`config.mk`:
```
export PLATFORM = sky130hd
export DESIGN_NAME = pipe_scroller
export DESIGN_NICKNAME = d
export VERILOG_FILES = /design/src/rtl/pipe_scroller.sv
export SDC_FILE = /design/constraint.sdc
export NUM_CORES = 1
export LEC_CHECK = 0
export BUFFER_PORTS_ARGS = -buffer_cell sky130_fd_sc_hd__buf_2
export CELL_PAD_IN_SITES_DETAIL_PLACEMENT = 0
export CELL_PAD_IN_SITES_GLOBAL_PLACEMENT = 2
export CORE_UTILIZATION = 35
export CTS_CLUSTER_SIZE = 10
export DETAILED_ROUTE_END_ITERATION = 6
export GPL_TIMING_DRIVEN = 0
export PLACE_DENSITY = 0.78
export SETUP_SLACK_MARGIN = 0.02
export SLEW_MARGIN = 20
export SYNTH_ARGS = -nofsm -noshare
export SYNTH_HDL_FRONTEND = slang
export SYNTH_SLANG_ARGS = --single-unit
```
`constraint.sdc`:
```
create_clock -name clk -period 3 [get_ports clk]
set_input_delay 0.3 -clock clk [delete_from_list [all_inputs] [get_ports clk]]
set_output_delay 0.3 -clock clk [all_outputs]
set_load 0.01 [all_outputs]
```
`src/rtl/pipe_scroller.sv`:
```
// Single-pipe obstacle generator: spawns a pipe at the right edge with an LFSR-chosen gap
// centre, scrolls it left once per frame tick and pulses score_pulse as it clears the bird.
module pipe_scroller #(
  parameter int unsigned SCREEN_WIDTH = 640,
  parameter int unsigned PIPE_WIDTH   = 70,
  parameter int unsigned GAP_HEIGHT   = 120,
  parameter int unsigned GAP_MIN      = 100,
  parameter int unsigned GAP_MAX      = 380,
  parameter int unsigned BIRD_X       = 160,
  parameter int unsigned SPAWN_DELAY  = 60,
  parameter logic [15:0] LFSR_SEED    = 16'hACE1
) (
  input  logic        clk,
  input  logic        reset,
  input  logic        frame_tick,
  input  logic        enable,
  input  logic        restart,
  input  logic [3:0]  speed,
  output logic [31:0] pipe_reg,
  output logic        score_pulse,
  output logic        pipe_active
);

  localparam logic [9:0]  EdgeSpawn = 10'(SCREEN_WIDTH);
  localparam logic [8:0]  HeightVal = 9'(GAP_HEIGHT);
  localparam logic [8:0]  GapMinVal = 9'(GAP_MIN);
  localparam logic [8:0]  GapSpan   = 9'(GAP_MAX - GAP_MIN);
  localparam logic [8:0]  GapRange  = 9'(GAP_MAX - GAP_MIN + 1);
  localparam logic [10:0] PipeW     = 11'(PIPE_WIDTH);
  localparam logic [10:0] BirdCol   = 11'(BIRD_X);
  localparam logic [7:0]  DelayVal  = 8'(SPAWN_DELAY);

  typedef enum logic [1:0] {StIdle, StWait, StScroll} state_e;

  state_e      state_q, state_d;
  logic [9:0]  edge_q, edge_d;
  logic [8:0]  centre_q, centre_d;
  logic [8:0]  height_q, height_d;
  logic [7:0]  cnt_q, cnt_d;
  logic        score_q, score_d;
  logic        active_q, active_d;
  logic [15:0] lfsr_q;

  logic        tick;
  logic [8:0]  rnd;
  logic [8:0]  gap_off;
  logic [10:0] edge_ext;
  logic [10:0] speed_ext;
  logic [10:0] edge_next;

  assign tick      = frame_tick & enable;
  assign rnd       = lfsr_q[8:0];
  // Fold the 9-bit random value back into the legal gap range with one subtraction.
  assign gap_off   = (rnd > GapSpan) ? (rnd - GapRange) : rnd;
  assign edge_ext  = {1'b0, edge_q};
  assign speed_ext = {7'd0, speed};
  assign edge_next = edge_ext - speed_ext;

  // Free-running regardless of enable/restart so spawns stay unpredictable.
  always_ff @(posedge clk or posedge reset) begin
    if (reset) begin
      lfsr_q <= LFSR_SEED;
    end else begin
      lfsr_q <= {lfsr_q[14:0], lfsr_q[15] ^ lfsr_q[13] ^ lfsr_q[12] ^ lfsr_q[10]};
    end
  end

  always_ff @(posedge clk or posedge reset) begin
    if (reset) begin
      state_q  <= StIdle;
      edge_q   <= '0;
      centre_q <= '0;
      height_q <= '0;
      cnt_q    <= '0;
      score_q  <= 1'b0;
      active_q <= 1'b0;
    end else begin
      state_q  <= state_d;
      edge_q   <= edge_d;
      centre_q <= centre_d;
      height_q <= height_d;
      cnt_q    <= cnt_d;
      score_q  <= score_d;
      active_q <= active_d;
    end
  end

  always_comb begin
    state_d  = state_q;
    edge_d   = edge_q;
    centre_d = centre_q;
    height_d = height_q;
    cnt_d    = cnt_q;
    score_d  = 1'b0;

    if (restart) begin
      state_d  = StIdle;
      edge_d   = '0;
      centre_d = '0;
      height_d = '0;
      cnt_d    = '0;
    end else if (tick) begin
      case (state_q)
        StIdle: begin
          cnt_d   = DelayVal;
          state_d = StWait;
        end
        StWait: begin
          if (cnt_q == 8'd0) begin
            edge_d   = EdgeSpawn;
            centre_d = GapMinVal + gap_off;
            height_d = HeightVal;
            state_d  = StScroll;
          end else begin
            cnt_d = cnt_q - 8'd1;
          end
        end
        StScroll: begin
          if (edge_ext < speed_ext) begin
            edge_d   = '0;
            centre_d = '0;
            height_d = '0;
            cnt_d    = DelayVal;
            state_d  = StWait;
          end else begin
            edge_d  = edge_next[9:0];
            // Right edge crosses the bird column on this move.
            score_d = ((edge_ext + PipeW) >= BirdCol) && ((edge_next + PipeW) < BirdCol);
          end
        end
        default: state_d = StIdle;
      endcase
    end

    active_d = (state_d == StScroll);
  end

  always_comb begin
    pipe_reg    = {4'd0, height_q, centre_q, edge_q};
    score_pulse = score_q;
    pipe_active = active_q;
  end

endmodule

```
==> run_results.csv, run 1 <==
group,metric,value,unit
floorplanning,core,0.007807,mm^2
timing,setup_violations,0,
critical_path,ff2ff_path_depth,11,
timing,rsz0062_at_grt,"no",
global_route,track_usage,0.1593,
layout,layout.nets,370,
power_and_ir_drop,power_density,398.2,mW/mm^2
critical_path,critPathRequiredTime,3.19,ns
min_path,hp-class,"input port to async pin",
synth,synth_area,0.002868,mm^2
critical_path,cp_slowest_cell,"dfstp_2",
layout,postLayoutCellArea,0.003328,mm^2
placed_design,post_dp_cell_area,0.003213,mm^2
detailed_routing,first_pass_iters,4,
timing,fin_skew,0.008351,ns
critical_path,crit_path_start_kind,"flop",
detailed_routing,drt_iter0_markers,70,
floorplanning,num_io_pins,43,
clock_tree,cts_root_buffer,"clkbuf_8",
timing,period_share,0.8961,
timing,fin_ws,0.3117,ns
status,outcome,"finished clean",
timing,fin_crit,2.688,ns
clock_tree,path_clk_slew,0.10,ns
layout,layout_common_cells,"dfrtp_1 (40), buf_2 (35), nand2_1 (31)",
critical_path,startpoint,"lfsr_q[0]",
layout,final_common_cell,"dfrtp_1",
placed_design,dpl.hpwl,4655,um
floorplanning,row_count,32,
timing,tightest_slew,0.6711,ns
layout,drive_gt1_frac,0.2273,
job,maxCapViolCount,0,
global_route,grt_pass1_vias,2174,
floorplanning,die-width,92.52,um
critical_path,crit_family,"simple AND/OR/NAND/NOR gates",
detailed_routing,wire_per_inst,13.71,um
timing,maxSlewHeadroom,0.5519,
critical_path,path_cells,"inv_1 > ha_1 > nand2b_1 > a21oi_1 > nand2b_1 > nor2_1 > xor2_1 > ha_1 > nor2b_1 > nor3_1 > a221o_1",
critical_path,cp_max_fo,6,
detailed_routing,viasPerCell,4.969,
layout,seq_area,0.001211,mm^2
clock_tree,cts_setup_buffers,0,
layout,syn_to_final_growth,16.06,%
synth,seq_area_frac_synth,0.4223,
placed_design,port_buffers,32,
floorplanning,dieHeight,92.52,um
global_route,grt_max_degree,31,
clock_tree,worstSkewPairLatency,0.30,ns
clock_tree,post_cts_resized,0,
synth,ys_ff_latch,48,
power_and_ir_drop,p_leak,1.566,nW
placed_design,dp_slack,0.3090,ns
synth,yosys.cell_types.count,65,
critical_path,worstSetupEndpointType,"flop",
critical_path,r2r-end,"centre_q[6]",
synth,ys_warn_count,0,
layout,fillers,806,
timing,fmax,0.3720,GHz
clock_tree,htreeDepth,2,
critical_path,timing.rr.start,"lfsr_q[0]",
power_and_ir_drop,vdd_drop_max,0.0002562,V
timing,final.setup.tns,0,ns
timing,hold_viol_final,0,
synth,async_reset_ff_frac,1.000,
critical_path,worstSetupPathType,"flop to flop",
critical_path,rrSetupSlack,0.31,ns
synth,avgSynthCellArea,9.465,um^2
clock_tree,cts_tree,"built",
layout,multi_input_area,0.001473,mm^2
detailed_routing,routed_wl,6225,um
synth,synth_cells,303,
global_route,grt_overflow_total,0,
global_route,grt_pass1_wl,10810,um
clock_tree,numCtsBuffers,5,
timing,slew_viol_final,0,
floorplanning,dieArea,0.008560,mm^2
clock_tree,cts.sinks,48,
floorplanning,initial_utilization,0.3673,
layout,diodes,0,
detailed_routing,num_vias,2256,
critical_path,worst-path-buf-inv,1,
synth,synthFlopType,"dfrtp_1",
clock_tree,postCtsHoldBufs,0,
synth,synth_edf_count,0,
clock_tree,cts_max_path_buffers,2,
detailed_routing,antenna_left,0,
global_route,antenna_found_initial,0,
critical_path,slowest_delay,0.56,ns
detailed_routing,drc,0,
critical_path,arrival,2.88,ns
placed_design,gp_congestion,0.8272,
==> worst max-delay path by stage <==
| stage | endpoint | cells after the start |
|---|---|---|
| 4_1_cts | centre_q[6] | 11 |
| 5_1_grt | centre_q[6] | 11 |
| 3_5_place_dp | centre_q[6] | 11 |
| 2_1_floorplan | centre_q[6] | 11 |
| 6_report | centre_q[6] | 11 |
| 3_3_place_gp | centre_q[6] | 11 |
==> through the flow <==
| stage | utilization | std cells | total power [mW] | hold slack (ns) |
|---|---|---|---|---|
| 2_1_floorplan | - | 311 | 0.8106 | 0.3330 |
| 3_3_place_gp | 0.4080 | 445 | 0.8521 | 0.3351 |
| 3_5_place_dp | 0.4115 | 446 | 0.8569 | 0.3437 |
| 4_1_cts | 0.4263 | 454 | 1.346 | 0.1043 |
| 5_1_grt | 0.4263 | 454 | 1.403 | 0.1396 |
| 6_report | 0.4263 | 454 | 1.325 | 0.08250 |
==> state kept, by name, indices dropped and copies added, names as in the netlist <==
name         flops
pipe_active      1
state_q          2
edge_q          10
centre_q         9
score_pulse      1
lfsr_q          16
height_q         1
cnt_q            8
==> area by class of cell <==
type                       count  area share
multi-input combinational    225      0.4425
sequential                    48      0.3639
timing repair buffer          33     0.05639
buffer                        25     0.04962
tap                          102     0.03835
clock buffer                   5     0.02068
inverter                      13     0.01466
clock inverter                 3     0.01391
==> routing by layer <==
layer	vias up	global-route usage	wire length [um]
met5	-	0	0
met2	42	0.2389	2755
met3	4	0.02874	236
met1	1064	0.2356	3191
li1	1146	-	-
met4	0	0.03906	41
==> synthesized netlist by cell type (3+ instances only) <==
library cell | n | area, um^2
nand2_1 | 31 | 116.4
a21oi_1 | 15 | 75.07
and2_1 | 4 | 25.02
o21ai_0 | 17 | 85.08
buf_2 | 3 | 15.01
nor2b_1 | 7 | 43.79
clkbuf_1 | 6 | 22.52
o31ai_1 | 13 | 97.59
nor3b_1 | 3 | 22.52
nand3_1 | 4 | 20.02
a211oi_1 | 3 | 22.52
dfrtp_1 | 40 | 1001
xnor2_1 | 9 | 78.83
nor3_1 | 11 | 55.05
a31oi_1 | 3 | 18.77
nor2_1 | 21 | 78.83
ha_1 | 9 | 112.6
a22o_1 | 3 | 26.28
inv_1 | 13 | 48.80
dfstp_2 | 8 | 210.2
nand2b_1 | 9 | 56.30
or3_1 | 3 | 18.77
xor2_1 | 6 | 52.55
a311oi_1 | 3 | 26.28
buf_4 | 14 | 105.1
==> power breakdown <==
part           switching [mW]  total [mW]  internal, mW  leakage [nW]
logic                   0.102       0.173        0.0710         0.877
registers              0.0127       0.670         0.657         0.635
clock network           0.231       0.482         0.251        0.0548
total                   0.346        1.33         0.980          1.57
==> cell families (layout without fill, tap and decap cells) <==
logic type / Yosys count / in the layout / synth area share
buffers and inverters: 38 / 79 / 0.07461
xor gates and xnor gates: 15 / 15 / 0.04581
other: 1 / 9 / 0.001308
DFF: 48 / 48 / 0.4223
muxes: 2 / 2 / 0.006981
adders and majority gates: 10 / 10 / 0.04625
and+or+nand+nor: 115 / 115 / 0.2238
AOI/OAI and AO/OA: 74 / 74 / 0.1789
==> worst register-to-register path: stages (launching register included) <==
cell	delay, ns
dfstp_2	0.56
inv_1	0.07
ha_1	0.26
nand2b_1	0.16
a21oi_1	0.09
nand2b_1	0.23
nor2_1	0.15
xor2_1	0.25
ha_1	0.23
nor2b_1	0.24
nor3_1	0.09
a221o_1	0.26
(Power assumes the default switching activity.)
==> inputs of run 2 (changes only) <==
--- a/config.mk
+++ b/config.mk
@@ -11,7 +11,6 @@
 export CORE_UTILIZATION = 35
 export CTS_CLUSTER_SIZE = 10
 export DETAILED_ROUTE_END_ITERATION = 6
-export GPL_TIMING_DRIVEN = 0
 export PLACE_DENSITY = 0.78
 export SETUP_SLACK_MARGIN = 0.02
 export SLEW_MARGIN = 20
==> run 2 against run 1 <==
Compared with the run above: power shrank 7.3%; global-route usage shrank 0.75 points; routed wire length shrank 3.6%; sequential share of layout area grew 2.1 points; fmax grew 1.9%; core utilization shrank 2.3 points; first-iteration DRC count grew 41%; critical path depth is the same; largest cell class unchanged; largest power group unchanged; highest routed layer unchanged.
==> run_results.csv, run 2 (same netlist as run 1, synthesis figures left out) <==
group,metric,value,unit
floorplanning,die-width,92.52,um
clock_tree,numCtsBuffers,5,
job,maxCapViolCount,0,
clock_tree,postCtsHoldBufs,0,
clock_tree,cts_max_path_buffers,2,
clock_tree,cts_setup_buffers,0,
timing,slew_viol_final,0,
global_route,grt_max_degree,49,
timing,hold_viol_final,0,
timing,fin_ws,0.3610,ns
placed_design,dpl.hpwl,4329,um
layout,seq_area,0.001211,mm^2
layout,multi_input_area,0.001473,mm^2
critical_path,critPathRequiredTime,3.19,ns
global_route,track_usage,0.1517,
timing,setup_violations,0,
clock_tree,post_cts_resized,0,
clock_tree,htreeDepth,2,
power_and_ir_drop,vdd_drop_max,0.0001822,V
power_and_ir_drop,power.total,1.229,mW
critical_path,cp_max_fo,6,
layout,largestRegisters,"lfsr_q: 16 flops, edge_q: 10 flops, centre_q: 9 flops",
detailed_routing,drt_iter0_markers,99,
global_route,antenna_found_initial,0,
layout,final_common_cell,"dfrtp_1",
critical_path,arrival,2.82,ns
layout,largest_register,"lfsr_q",
layout,layout_common_cells,"dfrtp_1 (40), buf_2 (33), nand2_1 (31)",
global_route,grt_pass1_vias,2114,
placed_design,gp_congestion,0.7815,
detailed_routing,viasPerCell,5.069,
detailed_routing,drc,0,
min_path,hp-class,"input port to async pin",
layout,fillers,809,
timing,period_share,0.8797,
detailed_routing,antenna_left,0,
floorplanning,num_io_pins,43,
floorplanning,initial_utilization,0.3673,
timing,fin_skew,0.007906,ns
floorplanning,dieArea,0.008560,mm^2
critical_path,worstSetupEndpointType,"flop",
clock_tree,cts.sinks,48,
status,outcome,"finished clean",
global_route,grt_overflow_total,0,
floorplanning,core,0.007807,mm^2
power_and_ir_drop,power_density,390.5,mW/mm^2
layout,layout.nets,348,
timing,fmax,0.3789,GHz
placed_design,place_inst,424,
clock_tree,worstSkewPairLatency,0.30,ns
critical_path,worstSetupPathType,"flop to flop",
placed_design,dp_slack,0.3591,ns
timing,tightest_slew,0.8328,ns
global_route,grt_pass1_wl,10380,um
power_and_ir_drop,p_leak,1.449,nW
layout,final_cell_count_no_fill,432,
layout,diodes,0,
placed_design,post_dp_cell_area,0.003048,mm^2
layout,drive_gt1_frac,0.1939,
critical_path,crit_path_start_kind,"flop",
floorplanning,dieHeight,92.52,um
timing,final.setup.tns,0,ns
clock_tree,path_clk_slew,0.09,ns
layout,postLayoutCellArea,0.003147,mm^2
detailed_routing,routed_wl,6000,um
placed_design,port_buffers,33,
floorplanning,row_count,32,
detailed_routing,first_pass_iters,4,
detailed_routing,num_vias,2190,
clock_tree,cts_tree,"built",
timing,fin_crit,2.639,ns
layout,largest_reg_flops,16,
timing,maxSlewHeadroom,0.4442,
timing,rsz0062_at_grt,"no",
clock_tree,cts_root_buffer,"clkbuf_8",
detailed_routing,wire_per_inst,13.89,um
layout,syn_to_final_growth,9.730,%
## run 2: path summary, 6_finish.rpt
path,end,cells past startpoint,slack (ns),from
setup / recovery,centre_q[6],11,0.36,lfsr_q[0]
hold / removal,cnt_q[0],2,0.13,reset
setup reg to reg,centre_q[6],11,0.36,lfsr_q[0]
hold reg to reg,lfsr_q[15],0,0.36,lfsr_q[14]
max in group asynchronous,cnt_q[2],2,2.37,reset
min in group clk,edge_q[0],3,0.30,speed[0]
## run 2: layer usage
metal	track usage	part of all wire	up-vias
met5	0	0	-
met4	0.03516	0.0075	0
met3	0.02791	0.035	5
met2	0.2315	0.44	47
met1	0.2215	0.52	1039
li1	-	-	1099
## run 2: metrics by stage
step | util | hold slack [ns]
after detailed placement | 0.3904 | 0.3383
after CTS | 0.4029 | 0.2776
after global placement | 0.3904 | 0.3346
after floorplan | - | 0.3330
final | 0.4030 | 0.1254
after global routing | 0.4030 | 0.2147
## run 2: where the power goes
part	total [mW]	switching (mW)	internal, mW
Clock	0.408	0.221	0.187
Combinational	0.147	0.0927	0.0538
Sequential	0.674	0.0169	0.657
Total	1.23	0.331	0.898
## run 2: final cells by class
type	instances	area share
Multi-Input combinational cell	225	0.4680
Sequential cell	48	0.3849
Timing Repair Buffer	36	0.05964
Tap cell	102	0.04056
Clock buffer	6	0.02624
Inverter	13	0.01590
Clock inverter	2	0.004771
## run 2: worst max-delay path, cell delays in order, from the launching register on
cell and delay (ns):
dfstp_2 0.56, inv_1 0.06, ha_1 0.26, nand2b_1 0.15
a21oi_1 0.09, nand2b_1 0.23, nor2_1 0.15, xor2_1 0.09
ha_1 0.22, nor2b_1 0.16, o22a_1 0.24, a221o_1 0.32
